<file path="config.mk">
export PLATFORM = sky130hd
export DESIGN_NAME = instr_sequencer
export DESIGN_NICKNAME = d
export VERILOG_FILES = /design/src/rtl/instr_sequencer.sv
export SDC_FILE = /design/constraint.sdc
export NUM_CORES = 1
export LEC_CHECK = 0
export CORE_AREA = 4 4 66 68
export DETAILED_ROUTE_END_ITERATION = 10
export DIE_AREA = 0 0 70 72
export PLACE_DENSITY = 0.82
export SYNTH_ARGS = -nofsm -noshare
export SYNTH_HDL_FRONTEND = slang
export SYNTH_SLANG_ARGS = --single-unit
</file>
<file path="constraint.sdc">
create_clock -name clk -period 3.56 [get_ports clk]
set_clock_uncertainty 0.1 [all_clocks]
set_input_delay 0.534 -clock clk [delete_from_list [all_inputs] [get_ports clk]]
set_output_delay 0.534 -clock clk [all_outputs]
set_load 0.1 [all_outputs]
</file>
<file path="src/rtl/instr_sequencer.sv">
// instr_sequencer: fetch/sequence FSM feeding opcode/argument to the ALU, with jump, halt and abort handling.
// Define INSTR_SEQUENCER_STEP_EN to add single-step ports (step, step_mode) and the STEP_WAIT state.
`ifndef OPCODE_WIDTH
`define OPCODE_WIDTH 4
`endif
`ifndef ARG_WIDTH
`define ARG_WIDTH 8
`endif
module instr_sequencer #(
  parameter int PROG_LEN = 2**`ARG_WIDTH,
  parameter logic [`OPCODE_WIDTH-1:0] BUBBLE_OP = '1
) (
  input  logic                               clk,
  input  logic                               rst,
  input  logic                               start,
  input  logic                               abort,
`ifdef INSTR_SEQUENCER_STEP_EN
  input  logic                               step,
  input  logic                               step_mode,
`endif
  input  logic [`OPCODE_WIDTH+`ARG_WIDTH-1:0] instr,
  input  logic                               jmp_ce,
  input  logic [`ARG_WIDTH-1:0]              jmp_addr,
  output logic [`ARG_WIDTH-1:0]              pc,
  output logic [`OPCODE_WIDTH-1:0]           opcode,
  output logic [`ARG_WIDTH-1:0]              argument,
  output logic                               running,
  output logic                               halted,
  output logic                               addr_err,
  output logic [15:0]                        retired
);
  typedef enum logic [1:0] {
    IDLE, RUN, HALT
`ifdef INSTR_SEQUENCER_STEP_EN
    , STEP_WAIT
`endif
  } state_t;
  state_t state, nxt;
  logic exec, launch, bad_jmp, self_jmp, last, stop;
  assign exec     = state == RUN && !abort;
  assign launch   = (state == IDLE || state == HALT) && start && !abort;
  assign bad_jmp  = jmp_ce && int'(jmp_addr) >= PROG_LEN;
  assign self_jmp = jmp_ce && jmp_addr == pc;
  assign last     = !jmp_ce && int'(pc) == PROG_LEN - 1;
  assign stop     = bad_jmp || self_jmp || last;
  assign opcode   = exec ? instr[`OPCODE_WIDTH+`ARG_WIDTH-1:`ARG_WIDTH] : BUBBLE_OP;
  assign argument = exec ? instr[`ARG_WIDTH-1:0] : '0;
  always_comb begin
    nxt = state;
    if (launch) nxt = RUN;
    if (state == RUN) nxt = (abort || stop) ? HALT : RUN;
`ifdef INSTR_SEQUENCER_STEP_EN
    if (exec && !stop && step_mode) nxt = STEP_WAIT;
    if (state == STEP_WAIT) nxt = abort ? HALT : step ? RUN : STEP_WAIT;
`endif
  end
  always_ff @(posedge clk) begin
    if (rst) begin
      state    <= IDLE;
      pc       <= '0;
      addr_err <= 1'b0;
      retired  <= '0;
      running  <= 1'b0;
      halted   <= 1'b0;
    end else begin
      state   <= nxt;
      running <= nxt == RUN;
      halted  <= nxt == HALT;
      if (launch) begin
        pc       <= '0;
        addr_err <= 1'b0;
        retired  <= '0;
      end
      if (exec) begin
        retired <= &retired ? retired : retired + 16'd1;
        if (bad_jmp) addr_err <= 1'b1;
        pc <= stop ? pc : jmp_ce ? jmp_addr : pc + 1'b1;
      end
    end
  end
endmodule

</file>
==> results of run 1 <==
==> cell type report <==
class,count,area share (%)
flip-flops and latches,28,22.4
inverters,10,1.50
clock buffers,3,1.65
well taps,50,2.50
repair buffers,67,29.0
multi-input cells,169,43.0
==> final timing paths <==
check | startpoint | end | cells past startpoint
worst max register to register | pc[0] | pc[4] | 6
worst min register to register | retired[14] | retired[14] | 1
worst max-delay path | abort | retired[12] | 6
worst min-delay path | retired[14] | retired[14] | 1
==> report_power, final <==
group          total, W  internal, W  switching [W]
clock          0.000165    0.0000758      0.0000888
combinational  0.000190    0.0000696       0.000121
sequential     0.000330     0.000320      0.0000104
==> worst max-delay path, stage by stage <==
cell	delay (ns)
clkdlybuf4s50_1	0.50
or3b_1	0.53
or3_4	0.46
or4_4	0.54
xor2_1	0.18
nor2_2	0.04
==> per-stage QoR <==
| stage | area, um^2 | hold slack [ns] | utilization, % | std cells |
|---|---|---|---|---|
| 2_1_floorplan | 1730 | 0.404 | - | 218 |
| 3_3_place_gp | 2460 | 0.418 | 63.9 | 324 |
| 3_5_place_dp | 2460 | 0.437 | 63.9 | 324 |
| 4_1_cts | 2510 | 0.460 | 65.0 | 327 |
| 5_1_grt | 2510 | 0.484 | 65.0 | 327 |
| 6_report | 2510 | 0.454 | 65.0 | 327 |
==> Yosys cell counts, drive strengths merged, types with 2 or more instances <==
cell type,count
or4,2
o31ai,2
clkbuf,7
nand2b,7
a21o,2
a311oi,2
xor2,2
a31o,2
nand3,9
or3,2
inv,10
nor3b,3
a21oi,9
nand4,7
ha,2
buf,4
xnor2,20
o21a,2
nand2,18
and2,9
nor2,20
nor3,8
a31oi,4
dfxtp,28
a211oi,8
and4,2
o211ai,3
o21ai,9
==> layer usage <==
metal  global-route usage (%)  wire (um)
met1                     22.4       1870
met5                        0          0
met4                     8.30         68
met3                     2.35        239
met2                     32.4       2270
==> registers in the layout, summed over array words and instances, names as in the netlist <==
signal and cells:
retired 16, pc 8, state 2, halted 1, running 1
==> layout by cell type, fill, tap and decap left out, types with 2 or more instances in the layout <==
cell / count
clkbuf_8: 3
xnor2_1: 20
nand3_1: 9
a311oi_1: 2
nand2b_1: 7
nand2_1: 18
buf_12: 8
a21oi_1: 9
a31oi_1: 4
a21o_1: 2
and2_1: 9
buf_4: 10
o21a_1: 2
clkdlybuf4s50_1: 49
xor2_1: 2
o31ai_1: 2
nor3b_1: 2
a31o_2: 2
nor2_1: 19
o211ai_1: 3
ha_1: 2
dfxtp_1: 28
and4_1: 2
nand4_1: 7
o21ai_0: 9
a211oi_1: 8
inv_1: 10
nor3_1: 8
==> logic make-up after synthesis <==
| family | share of synthesized area [%] |
|---|---|
| and+or+nand+nor | 28.7 |
| AOI/OAI and AO/OA | 19.3 |
| DFF | 32.3 |
| xor gates and xnor gates | 11.1 |
| buffers and inverters | 5.70 |
| adders and majority gates | 1.44 |
| muxes | 1.23 |
| other | 0.216 |
==> results.md, run 1 <==
* EDFF count, synth at 0
* P_leak at 0.855 nW
* Die width at 70 um
* Top post-synthesis cells by area: dfxtp_1 (32%), xnor2_1 (10%), nor2_1 (4.1%)
* Die area at 5040 um^2
* DR pass1 iterations at 4
* Input/output buffers at 62
* Critical path class: input pin to flip-flop
* NumNets Final at 306
* Register area share after synthesis at 32.3%
* R2r setup slk at 1.02 ns
* Core Area at 3860 um^2
* Max Fanout on Critical Path at 9
* TritonCTS clock tree: done
* Prevailing post-synth register cell: dfxtp_1
* Clock transition at path regs at 0.09 ns
* Worst-skew pair later-pin latency at 0.27 ns
* Drt via density at 5.48
* Crit path launch type: input pin
* Wirelength per Cell at 13.6 um
* Area taken by flip-flops and latches at 561 um^2
* Worst min-delay path class: flip-flop to flip-flop
* CTS H-tree depth at 1
* Min Tclk post-route at 2.72 ns
* GRT overflow at 0
* Cell taking the most area after synthesis: dfxtp_1
* Layout cells sized above 1 at a little over a tenth
* Required time worst endpoint at ~3.6 ns
* Vias in the first global route at around 1,800
* Max Slew Vio Count at 0
* Cells after Synth at 218
* Pwr Total at slightly below 0.0007 W
* N_diodes at 0
* Longest Clk Path Bufs at 2
* FILL cells at roughly 360
* Post-Syn Area per Cell at 7.95 um^2
* CTS Sinks at 28
* Dpl hpwl at 3.55 mm
* Power Density at around 270 nW/um^2
* MaxCap Viol Count at 0
* Cts hold-fix bufs at 0
* Post-Route Setup TNS at 0 ns
* DRT Wirelength at 4.44 mm
* CTS buffer count at 3
* CP Capture Type: flip-flop
* Yosys cell types at 48
* CTS resizes at 0
* Final Setup Violations at 0
* Post-synth top area share at 32.3%
* Antenna Nets Post-Route at 0
* Fraction of registers with async set/reset at 0%
* # IOs at 64
* Largest net degree at the start of global routing at 22
* Starting DRT DRC Count at 89
* Area Growth Syn to Fin at 44.6%
* Cell Area, Synth at 1730 um^2
* VDD IR max at 0.150 mV
* Root Buffer: clkbuf_8
* Max-Slew Margin vs Limit at between 30% and 40%
* Final setup margin at 0.842 ns
* Die Ht at roughly 72 um
* Outcome: finished clean
* Initial antenna violation count at 0
* Pre-CTS WS at 0.557 ns
* GR Util All Layers at 18.4%
* Max Clk Rate at 0.368 GHz
* Synth warnings at 0
* First-pass GRT wire length at 7.69 mm
* Critical path arrival at about 2.8 ns
* Initial Util at roughly 45%
* RSZ-0062 raised after global routing: false
* Multi-input gate area at 1080 um^2
* Final Cycle Share at between 70% and 80%
* Synthesized Nets at 245
* #FFs+latches synth at 28
* Drt drc at 0
* Least-Margin Pin Slew at 0.983 ns
* GP Congestion at 0.906
* Endpoints failing hold at 0
* FP Rows at 23
* Setup bufs post-CTS at 0
* Vias at roughly 1,800
Power figures use the tool's default switching activity.
==> run 2, diff against run 1 <==
--- a/config.mk
+++ b/config.mk
@@ -5,10 +5,10 @@
 export SDC_FILE = /design/constraint.sdc
 export NUM_CORES = 1
 export LEC_CHECK = 0
-export CORE_AREA = 4 4 66 68
+export CORE_AREA = 4 4 71 73
 export DETAILED_ROUTE_END_ITERATION = 10
-export DIE_AREA = 0 0 70 72
-export PLACE_DENSITY = 0.82
+export DIE_AREA = 0 0 75 77
+export PLACE_DENSITY = 0.75
 export SYNTH_ARGS = -nofsm -noshare
 export SYNTH_HDL_FRONTEND = slang
 export SYNTH_SLANG_ARGS = --single-unit
==> constraint.sdc (replaced) <==
create_clock -name clk -period 2.5 [get_ports clk]
set_clock_uncertainty 0.1 [all_clocks]
set_input_delay 0.375 -clock clk [delete_from_list [all_inputs] [get_ports clk]]
set_output_delay 0.375 -clock clk [all_outputs]
set_load 0.1 [all_outputs]
==> results.md, run 2 (synthesized netlist as in run 1, its figures left out) <==
* Initial Util at 39.8% (-5.1 points)
* Top reg by flops: retired
* CP Capture Type: flip-flop
* P_leak at 1.00 nW (+17%)
* DRT Wirelength at 4.72 mm (+6.3%)
* # IOs at 64 (unchanged)
* Cell internal pwr at 0.000736 W (+58%)
* CTS buffer count at 3 (unchanged)
* Max Fanout on Critical Path at 8 (-1)
* Die Ht at 77 um (+6.9%)
* Drt drc at 0 (unchanged)
* Least-Margin Pin Slew at 0.640 ns (-0.344 ns)
* Starting DRT DRC Count at 73 (-18%)
* Largest net degree at the start of global routing at 18 (-18%)
* Clock transition at path regs at 0.10 ns (about the same)
* Required time worst endpoint at 2.59 ns (-1.03 ns)
* Crit path launch type: flip-flop
* Max Clk Rate at 0.434 GHz
* Post-Layout Inst Area at 2630 um^2 (+4.8%)
* Final Cycle Share at 92.1%
* Max-Slew Margin vs Limit at 57.0% (+23 points)
* TritonCTS clock tree: done
* N_diodes at 0 (unchanged)
* GRT overflow at 0 (unchanged)
* Area Growth Syn to Fin at 51.6%
* Dpl hpwl at 3.80 mm (+7.2%)
* Clk pwr share at 30.1% (+6.1 points)
* MaxCap Viol Count at 0 (unchanged)
* Layout cells sized above 1 at 29.2% (+18 points)
* Commonest non-fill, non-tap cells in the layout: buf_4 (41), clkdlybuf4s50_1 (24), xnor2_1 (20)
* Switch Pwr at 0.000337 W (+53%)
* Setup bufs post-CTS at 0 (unchanged)
* Comb pwr share at 26.3% (-1.5 points)
* CTS resizes at 0 (unchanged)
* WHS at 0.430 ns (-0.0249 ns)
* Antenna Nets Post-Route at 0 (unchanged)
* Sequential power share at 43.6% (-4.6 points)
* Outcome: finished clean
* Commonest non-fill, non-tap cell in the layout: buf_4
* Initial antenna violation count at 0 (unchanged)
* Min Tclk post-route at 2.30 ns
* Cts hold-fix bufs at 0 (unchanged)
* Critical path class: flip-flop to flip-flop
* GR Util All Layers at 16.9% (-1.5 points)
* Dpl cell area at 2560 um^2 (+3.9%)
* Root Buffer: clkbuf_8
* Critical path arrival at 2.39 ns (-0.38 ns)
* FP Rows at 24 (+4.3%)
* Max Slew Vio Count at 0 (unchanged)
* Worst-skew pair later-pin latency at 0.28 ns (about the same)
* Vias at 1,827 (+2.0%)
* Regs by FF count: retired: 16 flops, pc: 8 flops, state: 2 flops
* VDD IR max at 0.358 mV (+140%)
* NumNets Final at 316 (+3.3%)
* Switching part of the total at 31.4% (-0.67 points)
* Longest Clk Path Bufs at 2 (unchanged)
* Post-Route Setup TNS at 0 ns (unchanged)
* Vias in the first global route at 1,707 (-2.7%)
* Die area at 5780 um^2 (+15%)
* CTS Sinks at 28 (unchanged)
* Final Setup Violations at 0 (unchanged)
* Core Area at 4350 um^2 (+13%)
* DR pass1 iterations at 4 (unchanged)
* Die width at 75 um (+7.1%)
* Post-layout util at 60.3% (-4.7 points)
* Endpoints failing hold at 0 (unchanged)
* Input/output buffers at 62 (unchanged)
* CTS H-tree depth at 1 (unchanged)
* Wirelength per Cell at 13.9 um (+2.2%)
* Max reg flops at 16 (unchanged)
* Drt via density at 5.37 (-1.9%)
* First-pass GRT wire length at 7.94 mm (+3.3%)
* GP Congestion at 0.832 (-8.1%)
* Power Density at 409 nW/um^2 (+49%)
* RSZ-0062 raised after global routing: false
* Worst min-delay path class: flip-flop to flip-flop
[run 2: cell count changes in the layout (fill, tap and decap cells not counted)]
cell	delta
dfxtp_1	-18
clkbuf_16	+1
buf_12	+4
clkdlybuf4s50_1	-25
dfxtp_4	+3
dfxtp_2	+15
buf_4	+31
[run 2: stage by stage]
stage	std cells	worst slack, ns	power (W)
after floorplan	218	0.0111	0.000656
after global placement	336	-0.0520	0.000759
after detailed placement	336	-0.0687	0.000762
after CTS	340	0.206	0.00108
after global routing	340	0.0416	0.00112
final	340	0.198	0.00107
[run 2: worst max-delay path: stages (launching register included)]
cell and delay, ns:
dfxtp_4 0.41, ha_1 0.23, nand4_1 0.12, or4b_2 0.68, a21o_1 0.21, and2_1 0.20, a221oi_1 0.27
[run 2: area by class of cell]
cell class,count,area (um^2)
clock buffer,4,66.3
timing repair buffer,77,788
multi-input combinational,169,1080
tap,52,65.1
fill,383,1730
inverter,10,37.5
sequential,28,591
[run 2: path summary, 6_finish.rpt]
path,depth (start not counted),from,to,slack [ns]
max,6,pc[0],pc[4],0.20
min,2,pc[1],pc[1],0.43
max reg2reg,6,pc[0],pc[4],0.20
min reg2reg,2,pc[1],pc[1],0.43
[run 2: per-layer routing]
metal  wire length [um]  part of all wire (%)  GRT usage, %  vias up
met5                  0                     0             0        -
met3                261                   5.5          4.05        2
li1                   -                     -             -      929
met1               2050                    43          22.2      843
met4                 14                  0.30          2.85        0
met2               2400                    51          28.0       53
[run 2: power by group through the flow]
stage                     logic [W]  clock network [W]  registers, W
after CTS                  0.000283           0.000327      0.000468
final                      0.000282           0.000323      0.000468
after global routing       0.000299           0.000350      0.000471
after floorplan            0.000125                  0      0.000532
after detailed placement   0.000283                  0      0.000479
after global placement     0.000280                  0      0.000478
==> run 3, diff against run 2 <==
--- a/config.mk
+++ b/config.mk
@@ -5,10 +5,10 @@
 export SDC_FILE = /design/constraint.sdc
 export NUM_CORES = 1
 export LEC_CHECK = 0
-export CORE_AREA = 4 4 71 73
+export CORE_AREA = 2 2 69 71
 export DETAILED_ROUTE_END_ITERATION = 10
-export DIE_AREA = 0 0 75 77
-export PLACE_DENSITY = 0.75
+export DIE_AREA = 0 0 71 73
+export PLACE_DENSITY = 0.79
 export SYNTH_ARGS = -nofsm -noshare
 export SYNTH_HDL_FRONTEND = slang
 export SYNTH_SLANG_ARGS = --single-unit
==> results.md, run 3 (synthesized netlist as in run 1, its figures left out) <==
* TritonCTS clock tree: done
* RSZ-0062 raised after global routing: false
* Vias at 1,811 (-0.88%)
* Max Clk Rate at 0.434 GHz (-0.18%)
* Worst min-delay path class: flip-flop to flip-flop
* NumNets Final at 315 (-0.32%)
* Starting DRT DRC Count at 99 (+36%)
* Outcome: finished clean
* Cts hold-fix bufs at 0 (unchanged)
* CTS H-tree depth at 1 (unchanged)
* CTS resizes at 0 (unchanged)
* Longest Clk Path Bufs at 2 (unchanged)
* Max Slew Vio Count at 0 (unchanged)
* Drt via density at 5.31 (-1.2%)
* Required time worst endpoint at 2.03 ns (-0.56 ns)
* DR pass1 iterations at 4 (unchanged)
* MaxCap Viol Count at 0 (unchanged)
* VDD IR max at 0.304 mV (-15%)
* FP Rows at 25 (+4.2%)
* Input/output buffers at 62 (unchanged)
* Initial antenna violation count at 0 (unchanged)
* Initial Util at 38.2% (-1.6 points)
* GR Util All Layers at 18.6% (+1.7 points)
* DRT Wirelength at 4.78 mm (+1.3%)
* FILL cells at 412 (+7.6%)
* CP Capture Type: output port
* Vias in the first global route at 1,762 (+3.2%)
* Post-layout util at 58.1% (-2.2 points)
* Dpl cell area at 2570 um^2 (+0.29%)
* GRT overflow at 0 (unchanged)
* Max reg flops at 16 (unchanged)
* CTS buffer count at 3 (unchanged)
* Layout cells sized above 1 at 28.9% (-0.25 points)
* Core Area at 4540 um^2 (+4.2%)
* Setup bufs post-CTS at 0 (unchanged)
* Min Tclk post-route at 2.31 ns (+0.00415 ns)
* GP Congestion at 0.885 (+6.3%)
* N_diodes at 0 (unchanged)
* Die width at 71 um (-5.3%)
* Crit path launch type: input pin
* Drt drc at 0 (unchanged)
* Largest net degree at the start of global routing at 21 (+3)
* Endpoints failing hold at 0 (unchanged)
* Top reg by flops: retired
* Die area at 5180 um^2 (-10%)
* Post-Layout Inst Area at 2630 um^2 (+0.29%)
* Critical path arrival at 1.83 ns (-0.56 ns)
* Worst-skew pair later-pin latency at 0.28 ns (about the same)
* P_leak at 1.00 nW (-0.24%)
* First-pass GRT wire length at 7.94 mm (about the same)
* Dpl hpwl at 3.75 mm (-1.3%)
* Regs by FF count: retired: 16 flops, pc: 8 flops, state: 2 flops
* Antenna Nets Post-Route at 0 (unchanged)
* Pwr Total at 0.00108 W (+0.64%)
* Power Density at 410 nW/um^2 (+0.36%)
* Wirelength per Cell at 14.0 um (+1.0%)
* # IOs at 64 (unchanged)
* Die Ht at 73 um (-5.2%)
* Clock transition at path regs at 0.10 ns (about the same)
* Max Fanout on Critical Path at 20 (+12)
* Critical path class: input pin to output port
* Commonest non-fill, non-tap cells in the layout: buf_4 (39), clkdlybuf4s50_1 (24), xnor2_1 (20)
* Area Growth Syn to Fin at 52.0%
* Final Cycle Share at 92.2% (+0.17 points)
* Root Buffer: clkbuf_8
* Final Setup Violations at 0 (unchanged)
* Commonest non-fill, non-tap cell in the layout: buf_4
* CTS Sinks at 28 (unchanged)
==> run 3: cell types whose count changed in the layout (fill, tap and decap cells not counted), sizes merged <==
cell,previous run,this run
buf,53,52
==> run 3: layer usage <==
layer  GRT usage, %  up-vias  wire length (um)
li1               -      915                 -
met1           22.7      836              2040
met2           33.9       56              2470
met3           3.73        4               245
met4           3.98        0                31
met5              0        -                 0
==> run 3: path summary, 6_finish.rpt <==
| kind | start | slack (ns) | end | cells past startpoint |
|---|---|---|---|---|
| max | abort | 0.19 | argument[6] | 6 |
| min | retired[9] | 0.44 | retired[9] | 2 |
| max reg2reg | pc[1] | 0.20 | pc[4] | 6 |
| min reg2reg | retired[9] | 0.44 | retired[9] | 2 |
==> run 3: cell type report <==
class / instances / area (um^2) / area share, %
clock buffers: 4 / 66.3 / 2.52
flip-flops and latches: 28 / 591 / 22.4
repair buffers: 76 / 793 / 30.1
well taps: 54 / 67.6 / 2.57
inverters: 10 / 37.5 / 1.43
multi-input cells: 169 / 1080 / 40.9
==> run 3: critical path, stage by stage <==
cell and delay, ns:
clkdlybuf4s50_1 0.42, buf_4 0.16, nor3b_2 0.31, buf_12 0.19
and2_1 0.19, buf_12 0.19
==> run 3: power by group <==
group | internal [W] | total [W] | switching (W) | leakage [nW]
registers | 0.000454 | 0.000467 | 0.0000125 | 0.236
logic | 0.000109 | 0.000286 | 0.000177 | 0.729
clock network | 0.000174 | 0.000327 | 0.000153 | 0.0339
total | 0.000738 | 0.00108 | 0.000342 | 1.00
==> run 3: per-stage QoR <==
step                      hold WS (ns)  setup TNS (ns)  setup slack [ns]  cells
final                            0.442               0             0.194    341
after global placement           0.411         -0.0468           -0.0468    337
after detailed placement         0.418         -0.0494           -0.0494    337
after floorplan                  0.404               0            0.0111    218
after global routing             0.468               0             0.108    341
after CTS                        0.442               0             0.174    341
